File: config.mk
export PLATFORM = sky130hd
export DESIGN_NAME = vga_multi_ball_renderer
export DESIGN_NICKNAME = d
export VERILOG_FILES = /design/src/rtl/vga_multi_ball_renderer.sv
export SDC_FILE = /design/constraint.sdc
export NUM_CORES = 2
export LEC_CHECK = 0
export CORE_MARGIN = 3
export CORE_UTILIZATION = 55
export CTS_CLUSTER_SIZE = 16
export DETAILED_ROUTE_END_ITERATION = 8
export GPL_ROUTABILITY_DRIVEN = 1
export HOLD_SLACK_MARGIN = 0.12
export PLACE_DENSITY = 0.79
export SETUP_SLACK_MARGIN = 0.2
export SYNTH_ARGS = -nofsm -noshare
export SYNTH_HDL_FRONTEND = slang
export SYNTH_SLANG_ARGS = --single-unit
File: constraint.sdc
create_clock -name clk -period 7.2 [get_ports clk]
set_input_delay 1.08 -clock clk [delete_from_list [all_inputs] [get_ports clk]]
set_output_delay 1.08 -clock clk [all_outputs]
set_load 0.005 [all_outputs]
File: src/rtl/vga_multi_ball_renderer.sv
// Multi-ball bouncing renderer: vblank position-update FSM plus a 2-stage pixel pipeline.
// Define SHADOW_EN to draw a grey shadow ring of SHADOW_MARGIN pixels around every ball.
module vga_multi_ball_renderer #(
    parameter int unsigned NUM_BALLS     = 4,
    parameter int unsigned BALL_RADIUS   = 12,
    parameter int unsigned SHADOW_MARGIN = 4,
    parameter int unsigned SCREEN_W      = 640,
    parameter int unsigned SCREEN_H      = 480,
    parameter logic [5:0]  BG_COLOR      = 6'b00_00_10
) (
    input  logic       clk,
    input  logic       rst_n,
    input  logic [9:0] hpos,
    input  logic [9:0] vpos,
    input  logic       display_on,
    input  logic       hsync_in,
    input  logic       vsync_in,
    input  logic [2:0] speed,
    input  logic       pause,
    output logic [5:0] rgb_out,
    output logic       hsync_out,
    output logic       vsync_out,
    output logic       frame_done
);

    localparam int unsigned       R        = BALL_RADIUS;
    localparam logic signed [10:0] LO      = 11'(R);
    localparam logic signed [10:0] X_HI    = 11'(SCREEN_W - 1 - R);
    localparam logic signed [10:0] Y_HI    = 11'(SCREEN_H - 1 - R);
    localparam logic [20:0]       R2       = 21'(R * R);
    localparam logic [2:0]        LAST_IDX = 3'(NUM_BALLS - 1);
    localparam logic [47:0]       PALETTE  = {6'b101010, 6'b110000, 6'b001111, 6'b111100,
                                              6'b000011, 6'b110011, 6'b001100, 6'b111000};
`ifdef SHADOW_EN
    localparam logic [20:0]       RS2      = 21'((R + SHADOW_MARGIN) * (R + SHADOW_MARGIN));
`endif

    // Reject illegal configurations at elaboration time.
    if (NUM_BALLS < 1 || NUM_BALLS > 8 || 2 * (R + SHADOW_MARGIN) >= SCREEN_H) begin : g_param_check
        $error("vga_multi_ball_renderer: illegal parameter set");
    end

    typedef enum logic [1:0] {S_IDLE, S_UPDATE, S_DONE} state_e;

    state_e     state_q;
    logic [2:0] idx_q;
    logic       frame_done_q;
    logic [9:0] bx_q  [8];
    logic [9:0] by_q  [8];
    logic       bxd_q [8];
    logic       byd_q [8];
    logic [10:0] nx_d;
    logic [10:0] ny_d;

    // One axis step: returns {dir, pos}; the low clamp is tested first so it wins.
    function automatic logic [10:0] axis_step(input logic [9:0] pos, input logic dir,
                                              input logic [2:0] spd, input logic signed [10:0] hi);
        logic signed [10:0] cur;
        logic signed [10:0] np;
        cur = $signed({1'b0, pos});
        np  = dir ? cur + $signed({8'd0, spd}) : cur - $signed({8'd0, spd});
        if (np < LO)      axis_step = {1'b1, 10'(LO)};
        else if (np > hi) axis_step = {1'b0, 10'(hi)};
        else              axis_step = {dir, np[9:0]};
    endfunction

    always_comb begin
        nx_d = axis_step(bx_q[idx_q], bxd_q[idx_q], speed, X_HI);
        ny_d = axis_step(by_q[idx_q], byd_q[idx_q], speed, Y_HI);
    end

    // Update FSM walks one ball per clock, starting on the first vblank line.
    always_ff @(posedge clk) begin
        if (!rst_n) begin
            state_q      <= S_IDLE;
            idx_q        <= 3'd0;
            frame_done_q <= 1'b0;
            for (int i = 0; i < 8; i++) begin
                bx_q[i]  <= 10'(2 * R + 3 * R * i);
                by_q[i]  <= 10'(SCREEN_H / 2);
                bxd_q[i] <= ~i[0];
                byd_q[i] <= i[0];
            end
        end else begin
            frame_done_q <= 1'b0;
            case (state_q)
                S_IDLE: begin
                    if (hpos == 10'd0 && vpos == 10'(SCREEN_H)) begin
                        state_q <= S_UPDATE;
                        idx_q   <= 3'd0;
                    end
                end
                S_UPDATE: begin
                    if (!pause) begin
                        bx_q[idx_q]  <= nx_d[9:0];
                        bxd_q[idx_q] <= nx_d[10];
                        by_q[idx_q]  <= ny_d[9:0];
                        byd_q[idx_q] <= ny_d[10];
                    end
                    if (idx_q == LAST_IDX) begin
                        state_q      <= S_DONE;
                        frame_done_q <= 1'b1;
                    end else begin
                        idx_q <= idx_q + 3'd1;
                    end
                end
                S_DONE:  state_q <= S_IDLE;
                default: state_q <= S_IDLE;
            endcase
        end
    end

    logic signed [10:0] dx_q [NUM_BALLS];
    logic signed [10:0] dy_q [NUM_BALLS];
    logic               on_q;
    logic [1:0]         hs_q;
    logic [1:0]         vs_q;
    logic [5:0]         rgb_q;
    logic [5:0]         rgb_d;

    function automatic logic [20:0] dist2(input logic signed [10:0] a, input logic signed [10:0] b);
        logic signed [21:0] pa;
        logic signed [21:0] pb;
        pa = 22'(a) * 22'(a);
        pb = 22'(b) * 22'(b);
        dist2 = 21'(pa) + 21'(pb);
    endfunction

    // Stage 1: per-ball offsets and delayed display_on.
    always_ff @(posedge clk) begin
        if (!rst_n) begin
            on_q <= 1'b0;
            for (int i = 0; i < NUM_BALLS; i++) begin
                dx_q[i] <= 11'sd0;
                dy_q[i] <= 11'sd0;
            end
        end else begin
            on_q <= display_on;
            for (int i = 0; i < NUM_BALLS; i++) begin
                dx_q[i] <= $signed({1'b0, hpos}) - $signed({1'b0, bx_q[i]});
                dy_q[i] <= $signed({1'b0, vpos}) - $signed({1'b0, by_q[i]});
            end
        end
    end

    // Stage 2 colour select: lowest-index ball wins.
    always_comb begin
        logic found;
`ifdef SHADOW_EN
        logic shadow;
        shadow = 1'b0;
`endif
        found = 1'b0;
        rgb_d = BG_COLOR;
        for (int i = 0; i < NUM_BALLS; i++) begin
            if (!found && dist2(dx_q[i], dy_q[i]) <= R2) begin
                found = 1'b1;
                rgb_d = PALETTE[6*i +: 6];
            end
`ifdef SHADOW_EN
            if (dist2(dx_q[i], dy_q[i]) <= RS2) shadow = 1'b1;
`endif
        end
`ifdef SHADOW_EN
        if (!found && shadow) rgb_d = 6'b01_01_01;
`endif
        if (!on_q) rgb_d = 6'd0;
    end

    always_ff @(posedge clk) begin
        if (!rst_n) begin
            rgb_q <= 6'd0;
            hs_q  <= 2'd0;
            vs_q  <= 2'd0;
        end else begin
            rgb_q <= rgb_d;
            hs_q  <= {hs_q[0], hsync_in};
            vs_q  <= {vs_q[0], vsync_in};
        end
    end

    assign rgb_out    = rgb_q;
    assign hsync_out  = hs_q[1];
    assign vsync_out  = vs_q[1];
    assign frame_done = frame_done_q;

endmodule

# Yosys cells after proc, flatten, opt, wreduce, memory -nomap -nowiden
# Memories as Yosys holds them, arrays and structs flattened. A register that Yosys moved wholly into a read port is not among the register bits.
# Cells that the tools add are included.
# W data, S select, Z words.
[totals] register_bits=17 ramBits=264 out_inout_bits=9 in_bits=29 n_memories=6 wordCells=138
[mem_list] name="bx_q" words=8 width=10 read_ports=5 rd_ports_with_merged_regs=1 write_ports=8 line="48" text="logic [9:0] bx_q [8];"
[mem_list] name="by_q" words=8 width=10 read_ports=5 rd_ports_with_merged_regs=1 write_ports=8 line="49" text="logic [9:0] by_q [8];"
[mem_list] name="dx_q" words=4 width=11 read_ports=4 rd_ports_with_merged_regs=0 write_ports=4 line="113" text="logic signed [10:0] dx_q [NUM_BALLS];"
[mem_list] name="dy_q" words=4 width=11 read_ports=4 rd_ports_with_merged_regs=0 write_ports=4 line="114" text="logic signed [10:0] dy_q [NUM_BALLS];"
[mem_list] name="bxd_q" words=8 width=1 read_ports=1 rd_ports_with_merged_regs=1 write_ports=8 line="50" text="logic bxd_q [8];"
[mem_list] name="byd_q" words=8 width=1 read_ports=1 rd_ports_with_merged_regs=1 write_ports=8 line="51" text="logic byd_q [8];"
[classes] reduce_logical=20 n_mux=54 n_addsub=17 order_cmp=8 mul=8 n_eq_ne=6 n_bitwise=10
[op_table] cell="$mul A11 B11 Y21" count=8
[op_table] cell="$mux W11" count=14
[op_table] cell="$sub A10 B10 Y11" count=8
[op_table] cell="$add A21 B21 Y21" count=4
[op_table] cell="$le A21 B8 Y1 const B" count=4
[op_table] cell="$mux W3" count=14
[op_table] cell="$add A10 B3 Y11" count=2
[op_table] cell="$lt A11 B5 Y1 const B" count=2
[op_table] cell="$sub A10 B3 Y11" count=2
[op_table] cell="$mux W10" count=2
[op_table] cell="$reduce_or A10 Y1" count=2
[op_table] cell="$mux W6" count=3
[op_table] cell="$mux W1" count=16
[op_table] cell="$gt A11 B10 Y1 const B" count=1
[op_table] cell="$gt A11 B11 Y1 const B" count=1
[op_table] cell="$eq A10 B9 Y1 const B" count=1
[op_table] cell="$logic_not A10 Y1" count=1
[op_table] cell="$or A1 B1 Y1" count=8
[op_table] cell="$mux W2" count=3
[op_table] cell="$ne A2 B2 Y1 const B" count=3
[op_table] cell="$pmux W3 S2" count=1
[op_table] cell="$reduce_and A2 Y1" count=3
[op_table] cell="$logic_and A1 B1 Y1" count=4
[op_table] cell="$pmux W2 S2" count=1
[op_table] cell="11 further kinds" count=15

# Depth between registers and ports, before layout
# An unclocked memory read counts as a cell.
[logic_depth] word_depth=14 ltp_mapped=28 mapped_depth_nobuf=26

# Worst setup path before layout
# OpenSTA, ideal clock, no wires.
[synth_path] kind="reg2reg" startpoint="mem dy_q[3][10]" endpoint="reg rgb_q[0], in the netlist rgb_out[0]" stages_incl_launch_ff=25 required_ps=7114 path_slack_ps=208 setup_time_ps=86 period_less_slack_ps=6992 arrival_ps=6906 n_path_buf=3 path_cell_list="dfxtp_1 clkbuf_1 clkbuf_1 nand2_1 inv_1 fa_1 fa_1 inv_1 fa_1 inv_1 fa_1 inv_1 fa_1 inv_1 fa_1 fa_1 ha_1 clkbuf_1 a2111oi_0 o21ai_0 o311a_1 a31oi_1 mux2i_1 or3b_2 a211oi_1"
[synth_lines] element="from (decl)" line="114"
[synth_lines] element="to (signal assigned)" line="176" text="rgb_q <= rgb_d;"
[synth_lines] element="to (decl)" line="118" text="logic [5:0] rgb_q;"

==> impl_metrics.toml <==
[clock_tree]
cts_buffers = 27
clk_latency_ns = 0.58
numClockSinks = 283
root_buffer = "clkbuf_16"
cts.reportedPaths.clkPinSlew_ns = 0.06
cts.path.max_buffers = 3
h-tree-depth = 1
cts_tree = "done"

[setup_path]
critPathLaunch = "dx_q[0][3]$_SDFF_PN0_"
r2r_start = "dx_q[0][3]$_SDFF_PN0_"
reg2reg_slack_ns = 0.39
critPathMaxFanout = 9
crit_type = "register to register"
crit_required_ns = 7.66
crit_path_end_kind = "register"
critPathArrivalTime_ns = 7.27
reg2reg_depth = 23
reg2reg_to = "rgb_out[3]$_SDFF_PP0_"
critPathLaunchType = "register"

[logic_synthesis]
ys_seq_area_share_pct = 15.38
synthAdderAreaFrac_pct = 49.20
synth_top_family_by_area = "adder cells"
yosys_warnings = 0
async_flop_share_pct = 0
synth-edff-count = 168
synthCells = 4955
ys.flop_type = "edfxtp_1"
ys_ff_latch = 283
synthMuxAreaShare_pct = 2.647
synthSimpleGateAreaFrac_pct = 12.08
netlist_area_sq_um = 47780
synth_compound_area_share_pct = 6.033
syn_avg_cell_area_sq_um = 9.643
synth_cell_types = 83
synth_xor_area_share_pct = 2.870

[route]
drt-initial-drc-count = 3041
post_drt_wl_per_cell_um = 18.19
postRouteAntennaNets = 0
num_vias = 33570
first_pass_iters = 8
viasPerCell = 5.412
route.detailed.drc = 0
wl_um = 112800

[layout]
fin_area_sq_um = 51670
utilization_pct = 60.31
final_nets = 6393
final_cells = 6203
layout_commonest_cell = "inv_1"
final_cell_mix = "inv_1 (1354), fa_1 (896), nand2_1 (402)"
syn_to_final_growth_pct = 8.144
layout-drive-gt1-share_pct = 8.447
fill_cells = 6921

[global_routing]
overflow = 0
grt_pass1_wl_um = 183900
track_usage_pct = 25.64
grt_pass1_vias = 35260
grt_max_degree = 68
grt_antenna_before_repair = 8

[timing]
rsz0062_at_grt = "yes"
finalCritPeriodShare_pct = 94.57
tightest_slew_ns = 1.229
clock-skew-final_ns = 0.02278
fin_crit_ns = 6.809
finalHoldViolCount = 0
setup_viol = 0
timing.fmax_mhz = 146.9
max_slew_margin_pct = 17.84
setup_slack_ns = 0.3907
drv_slew = 0

[hold_path]
min_to = "hs_q[1]$_SDFF_PN0_"
hold_start = "hs_q[0]$_SDFF_PN0_"
whs_path_depth = 1
hp-class = "register to register"

[power_and_ir_drop]
clockPowerShare_pct = 6.2
fin_total_pwr_mw = 24.50
cellPowerDensity_nw_per_um2 = 474.2
p_comb_share_pct = 86.0
max-vdd-ir-drop_v = 0.0008230
switching_power_mw = 12.70
switching_share_pct = 51.82
seqPwrFrac_pct = 7.8
p_int_mw = 11.81
leakage_nw = 25.04

[die]
start_util_pct = 55.77
core_area_sq_um = 85680
rows = 107
die_height_um = 300.8
ios = 38
dieWidth_um = 300.8
dieArea_sq_um = 90450

[place]
post-dp-hpwl_um = 94730
place_area_sq_um = 49980
numPortBuffers = 37
dp_slack_ns = -0.05151
dp.cells = 6127
gp_congestion = 0.9245

[job]
max-cap-violations = 0

[run_status]
outcome = "finished, final reports clean"
-- sequential cells by signal, indices dropped and copies added, names as in the netlist, named ones only --
signal	flops
bx_q	80
bxd_q	8
by_q	80
byd_q	8
dx_q	44
dy_q	44
frame_done	1
hs_q	2
idx_q	3
on_q	1
rgb_out	5
state_q	2
vs_q	2
-- power groups by stage --
stage	clock, mW	combinational [mW]	sequential (mW)
final	1.52	21.1	1.91
after global routing	1.58	23.8	1.92
after CTS	1.52	19.4	1.90
after detailed placement	0	19.3	1.94
after global placement	0	18.7	1.93
after floorplan	0	14.5	1.85
-- layer usage --
layer	wire, um	up-vias	track usage (%)
li1	-	15210	-
met1	45720	16860	35.44
met2	53320	1271	42.11
met3	10530	223	4.996
met4	3219	6	5.959
met5	35	-	0
-- what timing repair did --
action / 4_1_cts / 5_1_grt
buffers inserted: 2 / 19
gates cloned: 0 / 1
hold buffers: 0 / 0
resized for setup: 29 / 174
endpoints found under the setup margin: 5 / 5
pin swaps: 1 / 33
-- synth_stat cells, drive strengths merged, types with 4 or more instances --
library cell  number  area share [%]
inv             1363              11
fa               915              38
ha               415              11
nand2            405             3.2
nor2             244             1.9
edfxtp           168              11
and2             167             2.2
o21ai            134             1.4
clkbuf           120            0.94
nor2b            119             1.6
xnor2            118             2.2
dfxtp            115             4.8
nor3              91            0.96
a21oi             77            0.81
mux4              44             2.1
a21boi            40            0.66
a21o              38            0.60
xor2              36            0.66
nor3b             30            0.49
o21a              27            0.42
nand2b            26            0.34
and3              23            0.31
nand3             20            0.21
a211oi            16            0.26
mux2              16            0.38
a31oi             13            0.17
o21bai            12            0.19
buf               11            0.13
nand4             11            0.14
o2111ai           11            0.20
or3               10            0.13
mux2i              9            0.20
or2                9            0.12
nor4               8            0.10
a211o              7            0.16
nand3b             7            0.11
o41ai              6            0.11
a2111oi            5            0.13
a31o               5           0.092
o211ai             5           0.079
o31a               5           0.092
o31ai              5           0.079
nor4b              4           0.073
o22ai              4           0.052
-- how the worst max path moves through the flow --
stage	endpoint
6_report	rgb_out[3]$_SDFF_PP0_
5_1_grt	rgb_out[4]$_SDFF_PP0_
4_1_cts	rgb_out[0]$_SDFF_PN0_
3_5_place_dp	rgb_out[4]$_SDFF_PP0_
3_3_place_gp	rgb_out[0]$_SDFF_PN0_
2_1_floorplan	rgb_out[0]$_SDFF_PN0_
-- worst max-delay path, cell delays in order (launching register included) --
cell      delay [ns]
dfxtp_2         0.37
buf_4           0.17
and2_1          0.18
fa_1            0.46
fa_1            0.56
inv_1           0.07
fa_1            0.42
inv_1           0.10
fa_2            0.46
fa_1            0.56
inv_1           0.05
fa_1            0.47
inv_1           0.05
fa_1            0.50
ha_2            0.32
o21a_1          0.24
or2_2           0.32
o211ai_1        0.16
a21oi_2         0.12
o221a_2         0.25
a21oi_1         0.39
nor4_2          0.12
a31o_4          0.24
and2_1          0.14
-- kinds of logic after synthesis --
group / Yosys count
compound gates: 436
xor+xnor: 155
fa+ha+maj: 1330
buf+inv: 1494
flops: 283
mux: 69
other cells: 1
simple gates: 1187
-- layout make-up --
cell class | instances | area [sq um] | area share [%]
multi-input cells | 3185 | 35230 | 68.17
flip-flops and latches | 283 | 7492 | 14.50
inverters | 1363 | 5124 | 9.915
repair buffers | 174 | 1451 | 2.809
well taps | 1144 | 1431 | 2.770
clock buffers | 35 | 789.5 | 1.528
clock inverters | 15 | 147.6 | 0.2857
diodes | 4 | 10.01 | 0.01937
-- stage by stage --
step | TNS [ns] | hold WS, ns
2_1_floorplan | 0 | 0.4119
3_3_place_gp | 0 | 0.4215
3_5_place_dp | -0.08146 | 0.4214
4_1_cts | 0 | 0.4371
5_1_grt | 0 | 0.4555
6_report | 0 | 0.4355
No activity file was read; power rests on OpenSTA's default activity.
